==> config.mk <==
export PLATFORM = sky130hd
export DESIGN_NAME = adam_aes_ctr_sequencer
export DESIGN_NICKNAME = d
export VERILOG_FILES = /design/src/rtl/adam_aes_ctr_sequencer.sv
export SDC_FILE = /design/constraint.sdc
export NUM_CORES = 2
export LEC_CHECK = 0
export BUFFER_PORTS_ARGS = -buffer_cell sky130_fd_sc_hd__buf_2
export CAP_MARGIN = 20
export CORE_AREA = 4 4 459 461
export CTS_CLUSTER_DIAMETER = 30
export DETAILED_ROUTE_END_ITERATION = 8
export DIE_AREA = 0 0 463 465
export PLACE_DENSITY = 0.33
export RECOVER_POWER = 50
export SLEW_MARGIN = 20
export SYNTH_ARGS = -nofsm -noshare
export SYNTH_HDL_FRONTEND = slang
export SYNTH_SLANG_ARGS = --single-unit
==> constraint.sdc <==
create_clock -name clk -period 4.9 [get_ports clk]
set_clock_uncertainty 0.2 [all_clocks]
set_input_delay 0.98 -clock clk [delete_from_list [all_inputs] [get_ports clk]]
set_output_delay 0.98 -clock clk [all_outputs]
set_load 0.02 [all_outputs]
==> src/rtl/adam_aes_ctr_sequencer.sv <==
// AES-CTR sequencer: forms counter blocks, runs one core encrypt per input
// block and XORs the keystream with the buffered data block.
module adam_aes_ctr_sequencer #(
    parameter int CTR_WIDTH = 32
) (
    input  logic                 clk,
    input  logic                 reset,
    input  logic                 cfg_load,
    input  logic [255:0]         cfg_key,
    input  logic                 cfg_keylen,
    input  logic [127:0]         cfg_nonce,
    input  logic [CTR_WIDTH-1:0] cfg_ctr_init,
    input  logic                 in_valid,
    output logic                 in_ready,
    input  logic [127:0]         in_data,
    output logic                 out_valid,
    input  logic                 out_ready,
    output logic [127:0]         out_data,
    output logic                 busy,
    output logic                 ctr_wrap,
    output logic                 core_start,
    output logic                 core_encdec,
    output logic [255:0]         core_key,
    output logic                 core_keylen,
    output logic [127:0]         core_block,
    input  logic                 core_ready,
    input  logic                 core_result_valid,
    input  logic [127:0]         core_result
);

    localparam int PW = 128 - CTR_WIDTH;

    typedef enum logic [1:0] {
        IDLE,
        ISSUE,
        WAIT,
        OUT
    } state_t;

    state_t               state;
    state_t               state_nx;
    logic [PW-1:0]        prefix;
    logic [CTR_WIDTH-1:0] ctr;
    logic [127:0]         pt_reg;
    logic                 rv_prev;
    logic                 rv_edge;
    logic                 accept;
    logic                 unused_nonce_low;

    // Low nonce bits are replaced by the counter and never used.
    assign unused_nonce_low = ^cfg_nonce[CTR_WIDTH-1:0];

    assign core_encdec = 1'b1;
    assign busy        = (state != IDLE);
    assign rv_edge     = core_result_valid && !rv_prev;
    assign accept      = (state == IDLE) && in_valid && in_ready;

    always_comb begin
        state_nx   = state;
        in_ready   = 1'b0;
        core_start = 1'b0;
        out_valid  = 1'b0;
        unique case (state)
            IDLE: begin
                in_ready = !cfg_load && !reset;
                if (in_valid && in_ready)
                    state_nx = ISSUE;
            end
            ISSUE: begin
                if (core_ready) begin
                    core_start = 1'b1;
                    state_nx   = WAIT;
                end
            end
            WAIT: begin
                if (rv_edge)
                    state_nx = OUT;
            end
            OUT: begin
                out_valid = 1'b1;
                if (out_ready)
                    state_nx = IDLE;
            end
            default: state_nx = IDLE;
        endcase
    end

    always_ff @(posedge clk) begin
        if (reset) begin
            state       <= IDLE;
            core_key    <= '0;
            core_keylen <= 1'b0;
            prefix      <= '0;
            ctr         <= '0;
            ctr_wrap    <= 1'b0;
            pt_reg      <= '0;
            core_block  <= '0;
            out_data    <= '0;
            rv_prev     <= 1'b0;
        end else begin
            state   <= state_nx;
            rv_prev <= core_result_valid;
            if (state == IDLE && cfg_load) begin
                core_key    <= cfg_key;
                core_keylen <= cfg_keylen;
                prefix      <= cfg_nonce[127:CTR_WIDTH];
                ctr         <= cfg_ctr_init;
                ctr_wrap    <= 1'b0;
            end
            if (accept) begin
                pt_reg     <= in_data;
                core_block <= {prefix, ctr};
            end
            // Only a fresh rising edge completes; a held level is stale.
            if (state == WAIT && rv_edge) begin
                out_data <= core_result ^ pt_reg;
                ctr      <= ctr + CTR_WIDTH'(1);
                if (&ctr)
                    ctr_wrap <= 1'b1;
            end
        end
    end

endmodule

==> results.txt <==
Slowest stage cell on the critical path: sky130_fd_sc_hd__nand3_1. From left edge to right edge, the die measures 463 µm. Buffering stage count on the worst path with inverters included: 2. Clock-pin slew was measured on the worst setup and hold paths at 0.05 ns.

In this run the number of H-tree levels came out at 5. The tools report the number of endpoints with negative hold slack in the final report as 0. Among cell families on the critical path, the largest total delay comes from simple AND/OR/NAND/NOR gates.

The class of the most critical hold timing path was in2reg. Setup total negative slack on the finished layout was measured at 0 ns. The first global-routing pass estimated 214000 µm of wire. The die is 465 µm tall. The share of the clock period used by the worst path after layout was 78.5%; the worst slew margin relative to its limit was -37.5%. The run finished, with violations left. For the worst setup path, the data arrival time is 4.26 ns. The post-synth design cell area was 28000 µm²; the initial core utilization was 13.6%. Derived from the worst setup path, the maximum achievable clock frequency is 0.260 GHz.

The finished cells cover 45400 µm². The worst setup path is of the reg2reg kind. The logs give 0 for the number of setup violations in the final report and 0 for the post-CTS setup repair buffer count. The post-route core utilization is 22.0%, and the placed wire-length estimate after detailed placement is 113000 µm. The number of vias per cell was 3.78. The primary flip-flop cell chosen by synthesis mapping is sky130_fd_sc_hd__dfxtp_1. Before CTS, the worst setup slack after placement is 1.66 ns. In this run, distinct cell masters in the synthesized netlist total 53. In this run, post-CTS hold repair placed 0 buffers. Across the run, the number of max-cap violations was 3. The total area inside the core boundary comes to 206000 µm². The Yosys step of the flow raised 0 warnings. A synthesized cell averages 8.05 µm².

Walking the worst path, the cells encountered are inv_1 -> ha_1 -> nand3_1 -> clkbuf_2 -> nand2_1 -> a21oi_1. The number of max-slew violations in the final report is 163. The area of the die is 215000 µm².

The run gives 1199 as the number of placed I/O pins. In this run the power density over the cells is 633 nW/µm². The maximum net fanout on the critical path was 44; the data required time of the critical path was 5.32 ns. After synthesis, flip-flops and latches occupy 55.2% of the total area. The proportion of register bits with asynchronous set or reset after synthesis works out to 0%. The top cell types in the final layout, fill and taps aside, are sky130_fd_sc_hd__nand2_1, sky130_fd_sc_hd__buf_2, sky130_fd_sc_hd__dfxtp_1, sky130_fd_sc_hd__a21oi_1, sky130_fd_sc_hd__clkbuf_1. The count of antenna-violating nets left after detailed routing came out at 0. From synthesis to final layout, the design area changed by 62.0%. For this design the static power due to leakage is 0.0179 µW. Ranked by flip-flop count, first place goes to core_key. The worst-case IR drop observed on VDD is 0.000312 V. The routed length per placed instance came out at 19.9 µm. Across every metal layer, demand over resource in global routing totals 13.6%. Counting I/O delays and the setup requirement, the final critical path takes 3.85 ns. The final-stage net count was 5410. The logs give 1375 for the violation count after the first detailed-route iteration and 167 for the floorplan row count.

Clock root buffer master: sky130_fd_sc_hd__clkbuf_16. For the last weighted congestion value of the routability-driven placer, the log shows 0.812. The detailed router placed 28900 vias in this run. Buffers placed on the I/O ports in this run total 1165. The final reports fail on max-capacitance violations, max-slew violations. The library cell used most frequently in the layout, excluding fill and tap cells, is sky130_fd_sc_hd__nand2_1.

Counting flops and latches in the post-synthesis netlist gives 773. The fraction of final layout cells sized beyond drive strength 1 was 27.8%; the post-synthesis cell count was 3484. The worst setup path is launched from a flop. Synthesis produced a netlist with a net count of 4170. TritonCTS built the clock tree. The worst-case clock buffer depth is 4. Setup repair after global routing left no endpoint under its margin. In this run, CTS created clock tree buffers numbering 282. For this run, the slowest stage of the critical path takes 1.30 ns. The number of fill cells is 23300. The register with the most flip-flops in the layout has 256 of them. The number of enable-type register cells in the synthesized netlist was 0. The run gives 70 as the number of antenna violations at the first check in global routing. Entering global routing, the biggest net connects 194 pins. For the routed wire length, the log shows 152000 µm.

The tools report the via count of the first global-routing pass as 29200. Across all setup checks in the final design, the least slack found is 1.05 ns. Once the clock tree was built, the resizer swapped 0 gates to a different size.

The overall overflow remaining after global route was 0. In the routed design, unresolved DRC markers number 0. The number of iterations in the first detailed-routing pass is 7. The placed instances occupy a cell area of 36900 µm². STA classifies the critical path endpoint as a flop. CTS saw 773 sinks.

Clock latency on the worst-skew pair, taken at its later pin, is 0.84 ns. Transition time at the pin with the least slew margin: 2.06 ns.
cell usage after synthesis, drive strengths merged, types with 3 or more instances:
library cell	number	area share, %
a31o	3	0.094
buf	13	0.21
a211oi	132	3.5
a221oi	5	0.16
nand2	1270	17
clkbuf	249	3.3
nor2	154	2.1
and3	6	0.13
mux2	4	0.16
a31oi	5	0.11
ha	6	0.27
nor4	8	0.20
inv	7	0.094
dfxtp	773	55
o21ai	13	0.23
a21oi	628	11
nand4	13	0.29
xnor2	130	4.1
a311oi	5	0.16
nand3	11	0.21
nor3	10	0.18
or4	3	0.11
metrics by stage:
| step | hold slack, ns | std cells | power, µW |
|---|---|---|---|
| 2_1_floorplan | 0.232 | 3484 | 10300 |
| 3_3_place_gp | 0.236 | 7144 | 12500 |
| 3_5_place_dp | 0.242 | 7144 | 12600 |
| 4_1_cts | 0.0465 | 7615 | 29500 |
| 5_1_grt | 0.0763 | 7633 | 30200 |
| 6_report | 0.150 | 7651 | 28800 |
worst register-to-register path, stage by stage, from the launching register on:
cell	delay (ns)
sky130_fd_sc_hd__dfxtp_1	0.32
sky130_fd_sc_hd__inv_1	0.12
sky130_fd_sc_hd__ha_1	0.34
sky130_fd_sc_hd__nand3_1	1.30
sky130_fd_sc_hd__clkbuf_2	0.98
sky130_fd_sc_hd__nand2_1	0.27
sky130_fd_sc_hd__a21oi_1	0.08
metal layers:
layer  vias up  wire (µm)  part of all wire (%)  track usage [%]
met3       367      13600                   8.9             6.03
li1      14100          -                     -                -
met4        42       5370                   3.5             5.37
met1     13300      60400                    40             15.0
met2      1100      72700                    48             22.8
met5         -        260                  0.17                0
report_power, final:
group | switching, µW | internal (µW) | total [µW]
logic | 3280 | 1360 | 4640
clock network | 4640 | 11900 | 16500
registers | 479 | 7110 | 7590
total | 8400 | 20400 | 28800
final timing paths:
path / slack [ns] / end / startpoint / cells past startpoint
hold / removal: 0.15 / core_key[0]$_SDFFE_PP0P_ / cfg_key[0] / 3
setup / recovery: 1.05 / pt_reg[65]$_SDFFE_PP0P_ / state[0]$_SDFFE_PP0P_ / 6
hold reg to reg: 0.24 / core_block[55]$_SDFFE_PP0P_ / prefix[23]$_SDFFE_PP0P_ / 2
setup reg to reg: 1.05 / pt_reg[65]$_SDFFE_PP0P_ / state[0]$_SDFFE_PP0P_ / 6
cell type report:
cell class	count	area (µm²)	area share, %
Antenna cell	36	90.1	0.198
Tap cell	2704	3380	7.45
Multi-Input combinational cell	2442	11600	25.4
Inverter	7	26.3	0.0578
Clock inverter	75	691	1.52
Sequential cell	773	15500	34.1
Clock buffer	396	8210	18.1
Timing Repair Buffer	1218	6010	13.2
kinds of logic (layout without fill, tap and decap cells):
kind of cell	Yosys count	after routing	synth area share (%)
AND/OR/NAND/NOR	1489	1489	20.5
adder cells (fa/ha/maj)	6	6	0.268
XOR/XNOR	132	132	4.12
flip-flops	773	773	55.2
multiplexers	6	6	0.232
AO/OA/AOI/OAI	808	808	16.0
buffers and inverters	269	1696	3.64
other	1	37	0.0134
Note: power is estimated with default switching activity, not from simulation.
